[config.mk]
export PLATFORM = sky130hd
export DESIGN_NAME = pipelined_logic_unit
export DESIGN_NICKNAME = d
export VERILOG_FILES = /design/src/rtl/pipelined_logic_unit.sv
export SDC_FILE = /design/constraint.sdc
export NUM_CORES = 1
export LEC_CHECK = 0
export CAP_MARGIN = 25
export CORE_ASPECT_RATIO = 0.75
export CORE_MARGIN = 3
export CORE_UTILIZATION = 55
export CTS_BUF_LIST = sky130_fd_sc_hd__clkbuf_8
export DETAILED_ROUTE_END_ITERATION = 10
export HOLD_SLACK_MARGIN = 0.06
export PLACE_DENSITY = 0.91
export SYNTH_ARGS = -nofsm -noshare
export SYNTH_HDL_FRONTEND = slang
export SYNTH_SLANG_ARGS = --single-unit
[constraint.sdc]
create_clock -name clk -period 2.7 [get_ports clk]
set_input_delay 0.54 -clock clk [delete_from_list [all_inputs] [get_ports clk]]
set_output_delay 0.54 -clock clk [all_outputs]
set_load 0.01 [all_outputs]
[src/rtl/pipelined_logic_unit.sv]
// rtl/pipelined_logic_unit.sv - two-stage valid/ready bitwise logic unit with zero flag and transfer counter
module pipelined_logic_unit #(
    parameter int WIDTH = 8,
    parameter int CNT_W = 8
) (
    input  logic             clk,
    input  logic             rst_n,
    input  logic             in_valid,
    output logic             in_ready,
    input  logic [WIDTH-1:0] a,
    input  logic [WIDTH-1:0] b,
    input  logic [2:0]       op,
    output logic             out_valid,
    input  logic             out_ready,
    output logic [WIDTH-1:0] o,
    output logic             zero,
    output logic [CNT_W-1:0] count
);

    logic             s1_valid;
    logic [WIDTH-1:0] s1_a;
    logic [WIDTH-1:0] s1_b;
    logic [2:0]       s1_op;
    logic [WIDTH-1:0] s1_res;
    logic             s2_adv;

    // S2 can take a new item when it is empty or its item leaves this cycle;
    // S1 can take one when it is empty or it can hand its item to S2.
    assign s2_adv   = ~out_valid | out_ready;
    assign in_ready = ~s1_valid | s2_adv;

    // Result is formed from the S1 registers so S2 only ever stores settled values.
    always_comb begin
        s1_res = '0;
        case (s1_op)
            3'd0:    s1_res = ~(s1_a & s1_b);
            3'd1:    s1_res = s1_a & s1_b;
            3'd2:    s1_res = s1_a | s1_b;
            3'd3:    s1_res = ~(s1_a | s1_b);
            3'd4:    s1_res = s1_a ^ s1_b;
            3'd5:    s1_res = ~(s1_a ^ s1_b);
            3'd6:    s1_res = ~s1_a;
            default: s1_res[0] = ~(&s1_a);
        endcase
    end

    // Stage 1: capture operands; data only moves on valid cycles so X inputs never enter.
    always_ff @(posedge clk or negedge rst_n) begin
        if (!rst_n) begin
            s1_valid <= 1'b0;
            s1_a     <= '0;
            s1_b     <= '0;
            s1_op    <= '0;
        end else if (in_ready) begin
            s1_valid <= in_valid;
            if (in_valid) begin
                s1_a  <= a;
                s1_b  <= b;
                s1_op <= op;
            end
        end
    end

    // Stage 2: registered result and zero flag, held while the sink stalls.
    always_ff @(posedge clk or negedge rst_n) begin
        if (!rst_n) begin
            out_valid <= 1'b0;
            o         <= '0;
            zero      <= 1'b1;
        end else if (s2_adv) begin
            out_valid <= s1_valid;
            if (s1_valid) begin
                o    <= s1_res;
                zero <= (s1_res == '0);
            end
        end
    end

    // Completed output transfers, wrapping naturally at the counter width.
    always_ff @(posedge clk or negedge rst_n) begin
        if (!rst_n) begin
            count <= '0;
        end else if (out_valid && out_ready) begin
            count <= count + 1'b1;
        end
    end

endmodule

# After elaboration in Yosys (flattened, before gate mapping)
# Index checks and enable logic that the tools add are counted.
[word_totals]
register_bits = 38
latch_bits = 0
ram_bits = 0
rom_bits = 0
input_bits = 23
output_inout_bits = 19
wordCells = 35
memories = 0
[classes]
n_addsub = 1
mul = 0
div_mod_pow = 0
order_cmp = 0
n_eq_ne = 6
n_shift = 0
n_mux = 2
bitwise_logic = 12
reduce_logical = 6
[ops]
columns = ["op", "count"]
rows = [
  ["one-hot mux 7 bit (7 select lines)", 1],
  ["NOT 8 bit", 4],
  ["== test 3 bit (second input constant)", 3],
  ["adder 8 x 1 -> 8 bit (second input constant)", 1],
  ["bitwise AND 8 bit", 1],
  ["zero test 8 bit", 1],
  ["bitwise OR 8 bit", 1],
  ["AND reduction 8 bit", 1],
  ["bitwise XOR 8 bit", 1],
  ["one-hot mux 1 bit (7 select lines)", 1],
  ["== test 3 x 2 -> 1 bit (second input constant)", 2],
  ["AND reduction 2 bit", 2],
  ["== test 3 x 1 -> 1 bit (second input constant)", 1],
  ["zero test 3 bit", 1],
  ["NOT 1 bit", 3],
  ["bitwise OR 1 bit", 2],
  ["logical AND 1 bit", 1],
]

# Logic depth before layout (Yosys ltp)
[depth]
depth_word = 4
depth_mapped = 7
ltp_nobuf = 7

# Worst setup path after synthesis
# OpenSTA, ideal clock, no wires.
[synth_timing]
path_type = "input-to-reg"
from = "input port out_ready"
to = "register s1_a[0]"
setup_ns = 0.125
t_arrival_ns = 1.664
t_required_ns = 2.575
slack_ns = 0.911
cell_stages = 4
n_path_buf = 1
path_cell_list = "nand3b_1 nand2_1 buf_2 mux2_2"
[synth_via]
elab_chain_cells = 3
[synth_rtl]
columns = ["element", "line_no", "source"]
rows = [
  ["start: declaration", "14", "input logic out_ready,"],
  ["bitwise OR 1 bit", "29", "assign s2_adv = ~out_valid | out_ready;"],
  ["bitwise OR 1 bit", "30", "assign in_ready = ~s1_valid | s2_adv;"],
  ["AND reduction 2 bit (no source line)", "--", ""],
  ["end signal: assignment", "51", "s1_a <= '0;"],
  ["end signal: assignment", "57", "s1_a <= a;"],
  ["end: declaration", "21", "logic [WIDTH-1:0] s1_a;"],
]
# No other way between the ends.
# A chain may end at the register's enable or synchronous reset.

# Worst setup path in the final report
[layout_timing]
from = "input port out_ready"
to = "output port in_ready"
[layout_via]
elab_chain_cells = 2
[layout_rtl]
columns = ["element", "line_no", "source"]
rows = [
  ["bitwise OR 1 bit", "29", ""],
  ["bitwise OR 1 bit", "30", ""],
  ["end: declaration", "9", "output logic in_ready,"],
]
# No other way between the ends.

==> flow_results.xml <==
<?xml version="1.0" encoding="UTF-8"?>
<metrics>
  <group name="yosys">
    <metric name="post_synth_inst_count" unit="">223</metric>
    <metric name="ys_types" unit="">49</metric>
    <metric name="yosys.cell_count.top_type" unit="">sky130_fd_sc_hd__dfrtp_1</metric>
    <metric name="ys_seq_area_frac" unit="">0.412</metric>
    <metric name="netlist_top_cells_count" unit="">sky130_fd_sc_hd__dfrtp_1 (37), sky130_fd_sc_hd__inv_1 (21), sky130_fd_sc_hd__mux2_2 (21)</metric>
    <metric name="mappedNetlistArea" unit="sq mm">0.00231</metric>
    <metric name="synth-seq-cells" unit="">38</metric>
    <metric name="post_synth_main_area_contributors" unit="">sky130_fd_sc_hd__dfrtp_1 (40%), sky130_fd_sc_hd__mux2_2 (10%), sky130_fd_sc_hd__ha_1 (9.2%), sky130_fd_sc_hd__nand2b_1 (3.5%), sky130_fd_sc_hd__inv_1 (3.4%)</metric>
    <metric name="synth_ff_type" unit="">sky130_fd_sc_hd__dfrtp_1</metric>
    <metric name="post_synth.cell_area_avg" unit="sq um">10.4</metric>
    <metric name="asyncSetResetFlopFracSynth" unit="">1.00</metric>
    <metric name="synth-warning-count" unit="">0</metric>
    <metric name="synth_enable_flop_cells" unit="">0</metric>
    <metric name="mappedNetlistNets" unit="">263</metric>
    <metric name="synthDominantAreaCellType" unit="">sky130_fd_sc_hd__dfrtp_1</metric>
    <metric name="synth_top_cell_area_share" unit="">0.401</metric>
  </group>
  <group name="sta">
    <metric name="holdWs" unit="ns">0.330</metric>
    <metric name="max_slew_margin" unit="">0.462</metric>
    <metric name="report.final.hold_viol_count" unit="">0</metric>
    <metric name="finalClockSkew" unit="ns">0.00397</metric>
    <metric name="layout_min_cycle_time" unit="ns">2.29</metric>
    <metric name="tightest_slew" unit="ns">0.806</metric>
    <metric name="totalNegativeSetupSlack" unit="ns">0</metric>
    <metric name="min_period_over_period" unit="">0.847</metric>
    <metric name="max_clock_freq" unit="GHz">0.437</metric>
    <metric name="grt_setup_unrepaired" unit="">no</metric>
    <metric name="setup_violations" unit="">0</metric>
    <metric name="slew_viol_final" unit="">0</metric>
    <metric name="fin_ws" unit="ns">0.412</metric>
  </group>
  <group name="cts">
    <metric name="tritoncts.num_buffers" unit="">5</metric>
    <metric name="clock-root-buffer" unit="">sky130_fd_sc_hd__clkbuf_8</metric>
    <metric name="cts_hold_buffers" unit="">0</metric>
    <metric name="source_to_sink_clock_delay_at_the_later_pin_of_the_worst_skew_pair" unit="ns">0.29</metric>
    <metric name="htree_num_levels" unit="">2</metric>
    <metric name="clk_sink_count" unit="">38</metric>
    <metric name="post_cts_resize_count" unit="">0</metric>
    <metric name="max-clock-path-buffers" unit="">2</metric>
    <metric name="cts_tree" unit="">built</metric>
    <metric name="postCtsSetupRepairBufs" unit="">0</metric>
    <metric name="cts.clk_slew.worst_paths" unit="ns">0.07</metric>
  </group>
  <group name="drt">
    <metric name="dr_total_vias" unit="">1741</metric>
    <metric name="detail-route-antenna-nets" unit="">0</metric>
    <metric name="drt_first_pass_iters" unit="">4</metric>
    <metric name="route.detailed.drc" unit="">0</metric>
    <metric name="drt_first_iter_violations" unit="">116</metric>
    <metric name="drt_wl_total" unit="um">4580</metric>
    <metric name="detail_route.vias_per_cell" unit="">5.49</metric>
    <metric name="detail_route.wl_per_cell" unit="um">14.4</metric>
  </group>
  <group name="cells_and_area">
    <metric name="layout-area-overhead-vs-synth" unit="%">22.0</metric>
    <metric name="final_stage_net_count" unit="">304</metric>
    <metric name="diodes" unit="">0</metric>
    <metric name="final_design_area_no_fill" unit="sq mm">0.00282</metric>
    <metric name="layout-drive-gt1-share" unit="">0.128</metric>
    <metric name="multi_input_comb_area" unit="sq mm">0.00120</metric>
    <metric name="layout.core_utilization" unit="">0.732</metric>
    <metric name="final_cells" unit="">317</metric>
    <metric name="layout.area.seq" unit="sq um">952</metric>
    <metric name="fillers" unit="">283</metric>
  </group>
  <group name="critical_path">
    <metric name="critPathLaunchType" unit="">primary input</metric>
    <metric name="worst_r2r_endpoint" unit="">zero$_DFFE_PN1P_</metric>
    <metric name="worst_path_largest_cell_delay" unit="ns">0.56</metric>
    <metric name="critical-path-top-cell-by-count" unit="">sky130_fd_sc_hd__clkdlybuf4s50_1</metric>
    <metric name="slowest_stage" unit="">sky130_fd_sc_hd__clkdlybuf4s50_1</metric>
    <metric name="worstPathCellList" unit="">clkdlybuf4s50_1 -&gt; nand3b_1 -&gt; clkdlybuf4s50_1</metric>
    <metric name="worstRegToRegCells" unit="">4</metric>
    <metric name="crit_path_end_kind" unit="">output port</metric>
    <metric name="worstSetupPathType" unit="">in -&gt; out</metric>
    <metric name="crit_arrival" unit="ns">1.75</metric>
    <metric name="regToRegSetupSlack" unit="ns">0.52</metric>
    <metric name="crit_path_max_fanout" unit="">3</metric>
    <metric name="required" unit="ns">2.16</metric>
    <metric name="worstReg2RegStart" unit="">s1_op[1]$_DFFE_PN0P_</metric>
  </group>
  <group name="floorplanning">
    <metric name="rows" unit="">19</metric>
    <metric name="die_height" unit="um">62.1</metric>
    <metric name="io-pin-count" unit="">42</metric>
    <metric name="die_outline_area" unit="sq mm">0.00502</metric>
    <metric name="die_w" unit="um">80.9</metric>
    <metric name="floorplan.initialDensity" unit="">0.600</metric>
    <metric name="floorplan.core_area" unit="sq mm">0.00385</metric>
  </group>
  <group name="grt">
    <metric name="grt.overflow.total" unit="">0</metric>
    <metric name="grt_first_pass_wirelength" unit="um">7880</metric>
    <metric name="antenna_found_initial" unit="">0</metric>
    <metric name="grt_max_degree" unit="">39</metric>
    <metric name="number_of_global_route_vias_before_repair" unit="">1651</metric>
    <metric name="grt_use_total" unit="">0.203</metric>
  </group>
  <group name="placed_design">
    <metric name="gp_congestion" unit="">0.803</metric>
    <metric name="dp.cells" unit="">309</metric>
    <metric name="postPlaceCellArea" unit="sq mm">0.00271</metric>
    <metric name="pre_cts_ws" unit="ns">0.433</metric>
    <metric name="number_of_port_buffers" unit="">41</metric>
    <metric name="detailed_place_hpwl" unit="um">3530</metric>
  </group>
  <group name="power">
    <metric name="leakagePower" unit="nW">1.27</metric>
    <metric name="powerDensity" unit="mW/mm^2">730</metric>
    <metric name="ir_worst_vdd" unit="mV">0.452</metric>
    <metric name="totalPowerFinal" unit="mW">2.06</metric>
  </group>
  <group name="worst_hold_path">
    <metric name="hold_path.class" unit="">in -&gt; async</metric>
  </group>
  <group name="flow_run">
    <metric name="drv_cap" unit="">0</metric>
  </group>
  <group name="status">
    <metric name="status" unit="">finished, final reports clean</metric>
  </group>
</metrics>
## power by group
part / switching, mW / internal [mW] / leakage (nW)
Sequential: 0.157 / 0.701 / 0.452
Clock: 0.193 / 0.269 / 0.0607
Combinational: 0.325 / 0.413 / 0.761
Total: 0.675 / 1.38 / 1.27
## area by class of cell
class                      count  area share
sequential                    38       0.338
clock buffer                   5      0.0244
timing repair buffer          43       0.149
tap                           52      0.0231
clock inverter                 3      0.0133
inverter                      21      0.0280
multi-input combinational    155       0.425
## critical path, delay by kind of cell
kind	cells	cell delay, ns
and+or+nand+nor	1	0.16
buffers and inverters	2	1.05
## cells in the final DEF, fill, tap and decap left out, types with 5 or more instances in the layout
cell type and instances:
sky130_fd_sc_hd__a21oi_1 6, sky130_fd_sc_hd__clkbuf_8 5, sky130_fd_sc_hd__clkdlybuf4s50_1 40, sky130_fd_sc_hd__dfrtp_1 37
sky130_fd_sc_hd__ha_1 17, sky130_fd_sc_hd__inv_1 23, sky130_fd_sc_hd__mux2_2 21, sky130_fd_sc_hd__mux2i_1 5
sky130_fd_sc_hd__nand2_1 16, sky130_fd_sc_hd__nand2b_1 13, sky130_fd_sc_hd__nor2_1 10, sky130_fd_sc_hd__o21ai_0 7
sky130_fd_sc_hd__xnor2_1 5
## how the worst max path moves through the flow
stage	endpoint	slack, ns	cells past startpoint	from
after detailed placement	in_ready	0.43	3	out_ready
after CTS	in_ready	0.42	3	out_ready
final	in_ready	0.41	3	out_ready
after global placement	in_ready	0.46	3	out_ready
after global routing	in_ready	0.37	3	out_ready
after floorplan	s1_a[0]$_DFFE_PN0P_	0.91	4	out_ready
## layer usage
metal  routed length, um  global-route usage  up-vias
li1                    -                   -      850
met5                   0                   0        -
met4                  92              0.0823        0
met2                2150               0.307       53
met3                 291              0.0434       12
met1                2050               0.282      826
## logic make-up after synthesis
kind of cell,synth area share
AO/OA/AOI/OAI,0.101
XOR/XNOR,0.0303
adder cells (fa/ha/maj),0.0920
buffers and inverters,0.0698
flip-flops,0.412
multiplexers,0.124
AND/OR/NAND/NOR,0.171
## flip-flops by register name (all words and copies together) (netlist names)
| name | flops |
|---|---|
| s1_a | 8 |
| s1_op | 3 |
| out_valid | 1 |
| s1_b | 8 |
| s1_valid | 1 |
| zero | 1 |
| count | 8 |
| o | 8 |
Power figures use the tool's default switching activity.
